$ cat config.mk
export PLATFORM = sky130hd
export DESIGN_NAME = sram_region_streamer
export DESIGN_NICKNAME = d
export VERILOG_FILES = /design/src/rtl/tron_mem_pkg.sv /design/src/rtl/sram_region_base.sv /design/src/rtl/sram_region_streamer.sv
export SDC_FILE = /design/constraint.sdc
export NUM_CORES = 1
export LEC_CHECK = 0
export ABC_AREA = 1
export ABC_CLOCK_PERIOD_IN_PS = 6500
export CORE_MARGIN = 1
export CORE_UTILIZATION = 40
export DETAILED_ROUTE_END_ITERATION = 12
export HOLD_SLACK_MARGIN = 0.15
export PLACE_DENSITY = 0.67
export SETUP_SLACK_MARGIN = 0.02
export SLEW_MARGIN = 30
export SYNTH_ARGS = -nofsm -noshare
export SYNTH_HDL_FRONTEND = slang
export SYNTH_SLANG_ARGS = --single-unit
$ cat constraint.sdc
create_clock -name Clk -period 6.5 [get_ports Clk]
set_input_delay 1.3 -clock Clk [delete_from_list [all_inputs] [get_ports Clk]]
set_output_delay 1.3 -clock Clk [all_outputs]
set_load 0.03 [all_outputs]
$ cat src/rtl/tron_mem_pkg.sv
// Shared definitions for the SRAM region streamer.
//   state_t      : transfer FSM states
//   FRAME_*      : default frame-buffer layout (regions 0..FRAME_REGIONS-1)
//   SPRITE_STRIDE: default spacing of the sprite slots after the frame buffers
//   region_base(): word base address of a region (32-bit; callers truncate)
package tron_mem_pkg;

  typedef enum logic [2:0] {
    IDLE,
    RD_ACC,
    RD_OUT,
    WR_WAIT,
    WR_ACC,
    DONE
  } state_t;

  localparam int unsigned NUM_REGIONS   = 10;
  localparam int unsigned FRAME_REGIONS = 2;
  localparam logic [19:0] FRAME_STRIDE  = 20'h4B000;
  localparam logic [19:0] SPRITE_STRIDE = 20'h00400;

  // Frame buffers sit back to back from address 0; sprite slots follow the
  // last frame buffer.
  function automatic logic [31:0] region_base(
    input logic [3:0]  r,
    input int unsigned frame_regions = FRAME_REGIONS,
    input logic [31:0] frame_stride  = 32'(FRAME_STRIDE),
    input logic [31:0] sprite_stride = 32'(SPRITE_STRIDE)
  );
    logic [31:0] ri;
    ri = 32'(r);
    if (ri < frame_regions)
      return ri * frame_stride;
    return frame_regions * frame_stride + (ri - frame_regions) * sprite_stride;
  endfunction

endpackage

$ cat src/rtl/sram_region_base.sv
// Combinational region decoder: region index -> SRAM word base address.
//   region : region index
//   base   : base word address, truncated to ADDR_W bits
//   valid  : region index is below NUM_REGIONS
module sram_region_base
  import tron_mem_pkg::*;
#(
  parameter int unsigned       ADDR_W        = 20,
  parameter int unsigned       NUM_REGIONS   = tron_mem_pkg::NUM_REGIONS,
  parameter int unsigned       FRAME_REGIONS = tron_mem_pkg::FRAME_REGIONS,
  parameter logic [ADDR_W-1:0] FRAME_STRIDE  = ADDR_W'(tron_mem_pkg::FRAME_STRIDE),
  parameter logic [ADDR_W-1:0] SPRITE_STRIDE = ADDR_W'(tron_mem_pkg::SPRITE_STRIDE)
) (
  input  logic [3:0]        region,
  output logic [ADDR_W-1:0] base,
  output logic              valid
);

  always_comb begin
    base  = ADDR_W'(region_base(region, FRAME_REGIONS,
                                32'(FRAME_STRIDE), 32'(SPRITE_STRIDE)));
    valid = (32'(region) < NUM_REGIONS);
  end

endmodule

$ cat src/rtl/sram_region_streamer.sv
// Sequential SRAM bridge: moves `length` consecutive 16-bit words of one
// region between the board SRAM and a valid/ready stream.
//   Clk, Reset            : clock, asynchronous active-high reset
//   start/mode/region/length/abort : transfer request (mode 0 = read, 1 = write)
//   busy, done, err       : status (done/err are single-cycle pulses)
//   rd_data/rd_valid/rd_ready : read stream out
//   wr_data/wr_valid/wr_ready : write stream in
//   SRAM_ADDR, sram_dq_*, CE_N/OE_N/WE_N/UB_N/LB_N : SRAM pins
module sram_region_streamer
  import tron_mem_pkg::*;
#(
  parameter int unsigned       ADDR_W        = 20,
  parameter int unsigned       DATA_W        = 16,
  parameter int unsigned       NUM_REGIONS   = tron_mem_pkg::NUM_REGIONS,
  parameter int unsigned       FRAME_REGIONS = tron_mem_pkg::FRAME_REGIONS,
  parameter logic [ADDR_W-1:0] FRAME_STRIDE  = ADDR_W'(tron_mem_pkg::FRAME_STRIDE),
  parameter logic [ADDR_W-1:0] SPRITE_STRIDE = ADDR_W'(tron_mem_pkg::SPRITE_STRIDE),
  parameter int unsigned       WAIT_STATES   = 1
) (
  input  logic              Clk,
  input  logic              Reset,
  input  logic              start,
  input  logic              mode,
  input  logic [3:0]        region,
  input  logic [ADDR_W-1:0] length,
  input  logic              abort,
  output logic              busy,
  output logic              done,
  output logic              err,
  output logic [DATA_W-1:0] rd_data,
  output logic              rd_valid,
  input  logic              rd_ready,
  input  logic [DATA_W-1:0] wr_data,
  input  logic              wr_valid,
  output logic              wr_ready,
  output logic [ADDR_W-1:0] SRAM_ADDR,
  input  logic [DATA_W-1:0] sram_dq_in,
  output logic [DATA_W-1:0] sram_dq_out,
  output logic              sram_dq_oe,
  output logic              CE_N,
  output logic              OE_N,
  output logic              WE_N,
  output logic              UB_N,
  output logic              LB_N
);

  // Access-cycle counter: reads use WAIT_STATES+1 cycles, writes one more
  // for data hold after WE_N rises.
  localparam int unsigned    WC_W    = $clog2(WAIT_STATES + 2);
  localparam logic [WC_W-1:0] RD_LAST = WC_W'(WAIT_STATES);
  localparam logic [WC_W-1:0] WR_LAST = WC_W'(WAIT_STATES + 1);

  state_t            state, state_d;
  logic [ADDR_W-1:0] addr, cnt, base;
  logic [WC_W-1:0]   wc;
  logic              region_ok;
  logic              load, step, wc_inc, cap_rd, cap_wr, err_set;

  sram_region_base #(
    .ADDR_W        (ADDR_W),
    .NUM_REGIONS   (NUM_REGIONS),
    .FRAME_REGIONS (FRAME_REGIONS),
    .FRAME_STRIDE  (FRAME_STRIDE),
    .SPRITE_STRIDE (SPRITE_STRIDE)
  ) u_base (
    .region (region),
    .base   (base),
    .valid  (region_ok)
  );

  assign SRAM_ADDR = addr;

  always_ff @(posedge Clk or posedge Reset) begin
    if (Reset) state <= IDLE;
    else       state <= state_d;
  end

  always_comb begin
    state_d    = state;
    load       = 1'b0;
    step       = 1'b0;
    wc_inc     = 1'b0;
    cap_rd     = 1'b0;
    cap_wr     = 1'b0;
    err_set    = 1'b0;
    busy       = 1'b1;
    done       = 1'b0;
    rd_valid   = 1'b0;
    wr_ready   = 1'b0;
    sram_dq_oe = 1'b0;
    CE_N       = 1'b1;
    OE_N       = 1'b1;
    WE_N       = 1'b1;
    UB_N       = 1'b1;
    LB_N       = 1'b1;

    case (state)
      IDLE: begin
        busy = 1'b0;
        if (start) begin
          if (!region_ok) begin
            err_set = 1'b1;
          end else if (length == '0) begin
            state_d = DONE;
          end else begin
            load    = 1'b1;
            state_d = mode ? WR_WAIT : RD_ACC;
          end
        end
      end
      RD_ACC: begin
        CE_N = 1'b0;
        OE_N = 1'b0;
        UB_N = 1'b0;
        LB_N = 1'b0;
        if (wc == RD_LAST) begin
          cap_rd  = 1'b1;
          state_d = RD_OUT;
        end else begin
          wc_inc = 1'b1;
        end
      end
      RD_OUT: begin
        rd_valid = 1'b1;
        if (rd_ready) begin
          step    = 1'b1;
          state_d = (cnt == ADDR_W'(1)) ? DONE : RD_ACC;
        end
      end
      WR_WAIT: begin
        wr_ready = 1'b1;
        if (wr_valid) begin
          cap_wr  = 1'b1;
          state_d = WR_ACC;
        end
      end
      WR_ACC: begin
        sram_dq_oe = 1'b1;
        CE_N       = 1'b0;
        UB_N       = 1'b0;
        LB_N       = 1'b0;
        WE_N       = (wc == WR_LAST);
        if (wc == WR_LAST) begin
          step    = 1'b1;
          state_d = (cnt == ADDR_W'(1)) ? DONE : WR_WAIT;
        end else begin
          wc_inc = 1'b1;
        end
      end
      DONE: begin
        done    = 1'b1;
        state_d = IDLE;
      end
      default: state_d = IDLE;
    endcase

    // Abort overrides everything, including a handshake in the same cycle.
    if (state != IDLE && abort) begin
      state_d = IDLE;
      step    = 1'b0;
      wc_inc  = 1'b0;
      cap_rd  = 1'b0;
      cap_wr  = 1'b0;
    end
  end

  always_ff @(posedge Clk or posedge Reset) begin
    if (Reset) begin
      addr        <= '0;
      cnt         <= '0;
      wc          <= '0;
      rd_data     <= '0;
      sram_dq_out <= '0;
      err         <= 1'b0;
    end else begin
      if (load) begin
        addr <= base;
        cnt  <= length;
      end else if (step) begin
        addr <= addr + ADDR_W'(1);
        cnt  <= cnt - ADDR_W'(1);
      end
      wc  <= wc_inc ? wc + WC_W'(1) : '0;
      err <= err_set;
      if (cap_rd) rd_data     <= sram_dq_in;
      if (cap_wr) sram_dq_out <= wr_data;
    end
  end

endmodule
Yosys cells after proc, flatten, opt, wreduce, memory -nomap -nowiden
Index checks and enable logic that the tools add are counted.
Word-level totals
  bits in latches: 0
  input bits: 63
  bits in writable memories: 0
  bits in read-only memories: 0
  flip-flop bits (word level): 78
  memories kept: 0
Cells by class
  divide/modulo/power cells: 0
  magnitude comparators: 2
  bitwise operators: 0
  reductions and logical operators: 7
  multipliers: 1
  multiplexer cells: 49
  shift-type cells: 0
  add/sub/neg operators: 5
  eq/ne operators: 14
Operators by type and width (number)
  20-bit 2-to-1 mux: 6
  3-bit 2-to-1 mux: 10
  1-bit 2-to-1 mux: 28
  20-bit by 1-bit adder with 20-bit output, second input constant: 1
  20-bit adder, first input constant: 1
  20-bit by 1-bit == test with 1-bit output, second input constant: 1
  20-bit zero test: 1
  20-bit by 1-bit subtractor with 20-bit output, second input constant: 1
  3-bit != test, second input constant: 6
  3-bit case mux with 5 select lines: 1
  4-bit by 7-bit multiplier with 8-bit output, second input constant: 1
  3-bit by 2-bit == test with 1-bit output, second input constant: 2
  3-bit == test, second input constant: 2
  6-bit AND reduction: 1
  4-bit by 2-bit subtractor with 5-bit output, second input constant: 1
  4-bit by 2-bit < comparator with 1-bit output, second input constant: 1
  4-bit < comparator, second input constant: 1
  2-bit 2-to-1 mux: 2
  1-bit case mux with 2 select lines: 2
  3-bit by 1-bit == test with 1-bit output, second input constant: 1
  3-bit zero test: 1
  3-bit nonzero test: 1
  2-bit by 1-bit adder with 2-bit output, second input constant: 1
  2-bit by 1-bit == test with 1-bit output, second input constant: 1
  other kinds (4): 4

Longest topological paths before layout
  depth in word-level cells: 6
  depth in mapped cells: 17
  gate-level depth less buffers: 17

By module
From an unflattened synthesis, not the netlist that was laid out.
Unflattened totals
  cells, all modules: 696
  area, all modules: 5146.2 um2
Modules (own cells, without submodules)
  sram_region_streamer: area an instance 4568.1 um2, cells each 610, seq. area each 1951.9 um2, times used 1
  sram_region_base: area an instance 578.1 um2, cells each 86, seq. area each 0.0 um2, times used 1

Worst setup path after synthesis
Ideal clock, no wire load.
  path kind: input to register
  start point: input port region[2]
  end point: register addr[18] (netlist: SRAM_ADDR[18])
  data required time: 6435 ps
  arrival time: 2922 ps
  slack: 3512 ps
  buffers on the path: 0
  stages on the path: 13
  path through: inv_1 -> ha_1 -> inv_1 -> fa_1 -> inv_1 -> ha_1 -> nand3_1 -> nand3_1 -> a21oi_1 -> nand2_1 -> nand2_1 -> nand2_1 -> nand2_1
Between the ends
  cells in the longest elaborated chain, start to end: 5
RTL lines
  start, declared: RTL line sram_region_streamer.sv:24  | input logic [3:0] region,
  branches (longest 5 deep; another with 4-bit by 7-bit multiplier with 8-bit output)
  end signal, assigned: RTL line sram_region_streamer.sv:177  | addr <= base;
  end signal, assigned: RTL line sram_region_streamer.sv:180  | addr <= addr + ADDR_W'(1);
  end, declared: RTL line sram_region_streamer.sv:54  | logic [ADDR_W-1:0] addr, cnt, base;
Parallel ways; which one is timed is not known. The select of a mux whose other input is x is not followed.
A chain may end at the register's enable or synchronous reset.

Final worst setup path
  start point: register state[0]
  end point: output port UB_N
Between the ends
  cells in the longest elaborated chain, start to end: 3
RTL lines
  start, declared: RTL line sram_region_streamer.sv:53  | state_t state, state_d;
  start signal, assigned: RTL line sram_region_streamer.sv:75  | else state <= state_d;
  3-bit == test or 3-bit by 1-bit == test with 1-bit output (tied branches): RTL line sram_region_streamer.sv:97  | case (state)
  2-bit OR reduction (no source line) (*)
  1-bit 2-to-1 mux (*): RTL line sram_region_streamer.sv:97
  end, declared: RTL line sram_region_streamer.sv:43  | output logic UB_N,
Mark *: on every way between the ends. The rest lies on a longest branch, timed or not.

==> impl_metrics.env <==
export IMPL_place_worst_setup_slack_ns=2.798
export IMPL_cts_sinks=78
export IMPL_grt_overflow_total=0
export IMPL_seq_area_um2=1952
export IMPL_clk_latency_ns=0.33
export IMPL_period_share_pct=51.84
export IMPL_synth_cell_types=41
export IMPL_synth_seq_area_share_pct=38.79
export IMPL_ctsResizeCount=0
export IMPL_postCtsSetupBuffers=0
export IMPL_required_ns=5.20
export IMPL_slew_violations=0
export IMPL_grt_setup_unrepaired="false"
export IMPL_whs_ns=0.4653
export IMPL_grt_pass1_vias=4250
export IMPL_synth_simple_area_share_pct=32.05
export IMPL_synth_cells=635
export IMPL_clk_pin_slew_ns=0.06
export IMPL_die_area_um2=13030
export IMPL_fin_nets=844
export IMPL_finalSetupViolations=0
export IMPL_synth_area_um2=5032
export IMPL_hold_violations=0
export IMPL_worst_setup_path_type="flip-flop to output pin"
export IMPL_cts_hold_buf=0
export IMPL_fillers=1156
export IMPL_r2r_start="state[0]$_DFFE_PP0P_"
export IMPL_first_pass_iters=4
export IMPL_dpl_hpwl_um=9738
export IMPL_vdd_drop_max_mv=0.2358
export IMPL_grt_total_usage_pct=20.59
export IMPL_crit_start="state[0]$_DFFE_PP0P_"
export IMPL_mostFrequentLayoutCell="nand2_1"
export IMPL_p_leak_nw=3.117
export IMPL_clock_root_buffer="clkbuf_16"
export IMPL_max_cap_violations=0
export IMPL_critPathCaptureType="output pin"
export IMPL_dr_total_vias=4453
export IMPL_viasPerCell=4.788
export IMPL_gp_congestion=0.8755
export IMPL_routed_wirelength_um=12900
export IMPL_syn_num_nets=722
export IMPL_tritoncts="done"
export IMPL_cts_buffer_depth=2
export IMPL_grt_pass1_wl_um=21020
export IMPL_port_buffers=125
export IMPL_coreArea_um2=12160
export IMPL_drc=0
export IMPL_outcome="finished, final reports clean"
export IMPL_cp_max_fo=5
export IMPL_pin_count=126
export IMPL_synth_top_family_by_area="simple AND/OR/NAND/NOR gates"
export IMPL_synthMuxAreaShare_pct=7.907
export IMPL_relSlewSlack_pct=54.12
export IMPL_multi_input_area_um2=2721
export IMPL_most_common_layout_cells="nand2_1 (213), clkdlybuf4s50_1 (125), nor2_1 (81)"
export IMPL_synth_compound_area_share_pct=4.351
export IMPL_skew_ns=0.008300
export IMPL_ys_warnings_count=0
export IMPL_worst_setup_path_start_kind="flip-flop"
export IMPL_antenna_left=0
export IMPL_synth_xor_area_share_pct=3.655
export IMPL_row_count=40
export IMPL_numCtsBuffers=9
export IMPL_min_delay_start="wc[0]$_DFF_PP0_"
export IMPL_tightest_slew_ns=0.6872
export IMPL_die_x_um=114.2
export IMPL_area_delta_synth_final_pct=32.50
export IMPL_syn_avg_cell_area_um2=7.925
export IMPL_avgRoutedWirePerCell_um=13.87
export IMPL_setup_ws_ns=3.130
export IMPL_synth_ff_latch_count=78
export IMPL_fmax_ghz=0.2968
export IMPL_grt_max_degree=47
export IMPL_diodes=0
export IMPL_antenna_found_initial=0
export IMPL_post_route_min_period_ns=3.370
export IMPL_drt_iter0_drc=249
export IMPL_crit_arrival_ns=2.07
export IMPL_drive_gt1_share_pct=8.399
export IMPL_start_util_pct=41.38
export IMPL_h_tree_depth=3
export IMPL_die_y_um=114.2
export IMPL_synthAdderAreaFrac_pct=6.116
export IMPL_tns_ns=0
export IMPL_power_density_nw_per_um2=420.6
export IMPL_hp_class="flip-flop to flip-flop"
## path summary, 6_finish.rpt
kind	to	slack, ns	cells after the start
setup / recovery	UB_N	3.13	5
hold / removal	wc[0]$_DFF_PP0_	0.47	1
setup reg to reg	SRAM_ADDR[14]$_DFFE_PP0P_	4.45	8
hold reg to reg	wc[0]$_DFF_PP0_	0.47	1
max in group asynchronous	state[1]$_DFFE_PP0P_	4.03	3
min in group asynchronous	sram_dq_out[0]$_DFFE_PP0P_	1.39	2
## power by group
part	total (mW)	internal (mW)	switching, mW
Clock	0.505	0.308	0.197
Sequential	0.860	0.683	0.177
Combinational	1.44	0.599	0.840
## synthesized netlist by cell type
cell type	number	area, µm²
dfrtp_1	78	1952
nand2_1	213	799.5
nand2_4	3	33.78
inv_1	54	202.7
a21o_1	1	7.510
nand3_2	1	10.01
inv_2	2	7.510
mux2_2	19	214.0
buf_4	6	45.04
o211ai_1	9	67.56
o21ai_1	2	10.01
and2_0	1	6.260
o21ai_0	14	70.07
o21bai_1	2	15.01
nor3_4	1	16.27
buf_6	5	56.30
mux2_1	3	33.78
clkbuf_1	1	3.750
and2_1	1	6.260
buf_12	1	20.02
o22ai_1	1	6.260
o21ai_4	1	16.27
a31oi_1	1	6.260
buf_2	2	10.01
nor2_1	81	304.0
mux2_4	10	150.1
nand3_4	2	35.03
nor3_1	3	15.01
ha_1	23	287.8
nand2_8	2	40.04
xnor2_1	9	78.83
clkinv_2	1	5.000
inv_6	1	8.760
a21oi_1	4	20.02
nand3_1	52	260.3
or2_2	3	18.77
xor2_1	12	105.1
nand4_1	3	18.77
nand3b_1	5	37.54
fa_1	1	20.02
nor2_4	1	11.26
## through the flow
stage               total power, mW  area [µm²]  instances  utilization (%)
global placement              2.285        6366        914            52.35
floorplan                     1.823        5032        635                -
global route                  3.003        6668        930            54.83
detailed placement            2.310        6366        914            52.35
CTS                           2.831        6668        930            54.83
finish                        2.804        6668        930            54.83
## flip-flops by register name, indices dropped and copies added (netlist names)
register     flops
SRAM_ADDR       20
cnt             20
rd_data         16
sram_dq_out     16
state            3
wc               2
err              1
## metal layers
metal | vias up | track usage (%) | share of wire [%]
li1 | 2263 | - | -
met1 | 2096 | 26.69 | 46
met2 | 84 | 34.51 | 51
met3 | 10 | 3.917 | 2.8
met4 | 0 | 6.926 | 1.0
met5 | - | 0 | 0
## cell type report
cell class	instances	area share, %
sequential	78	29.27
clock buffer	11	3.640
multi-input combinational	484	40.81
tap	168	3.153
clock inverter	5	0.8820
timing repair buffer	126	18.88
inverter	58	3.359
## worst max-delay path: stages (launching register included)
cell             delay (ns)
dfrtp_1                0.46
nor2_4                 0.08
nand2_1                0.14
inv_1                  0.13
nor2_1                 0.22
clkdlybuf4s50_1        0.71
## cell families after synthesis
logic type,Yosys count
AO/OA/AOI/OAI,35
buffers and inverters,73
flip-flops,78
AND/OR/NAND/NOR,372
XOR/XNOR,21
adder cells (fa/ha/maj),24
multiplexers,32
Power figures use the tool's default switching activity.
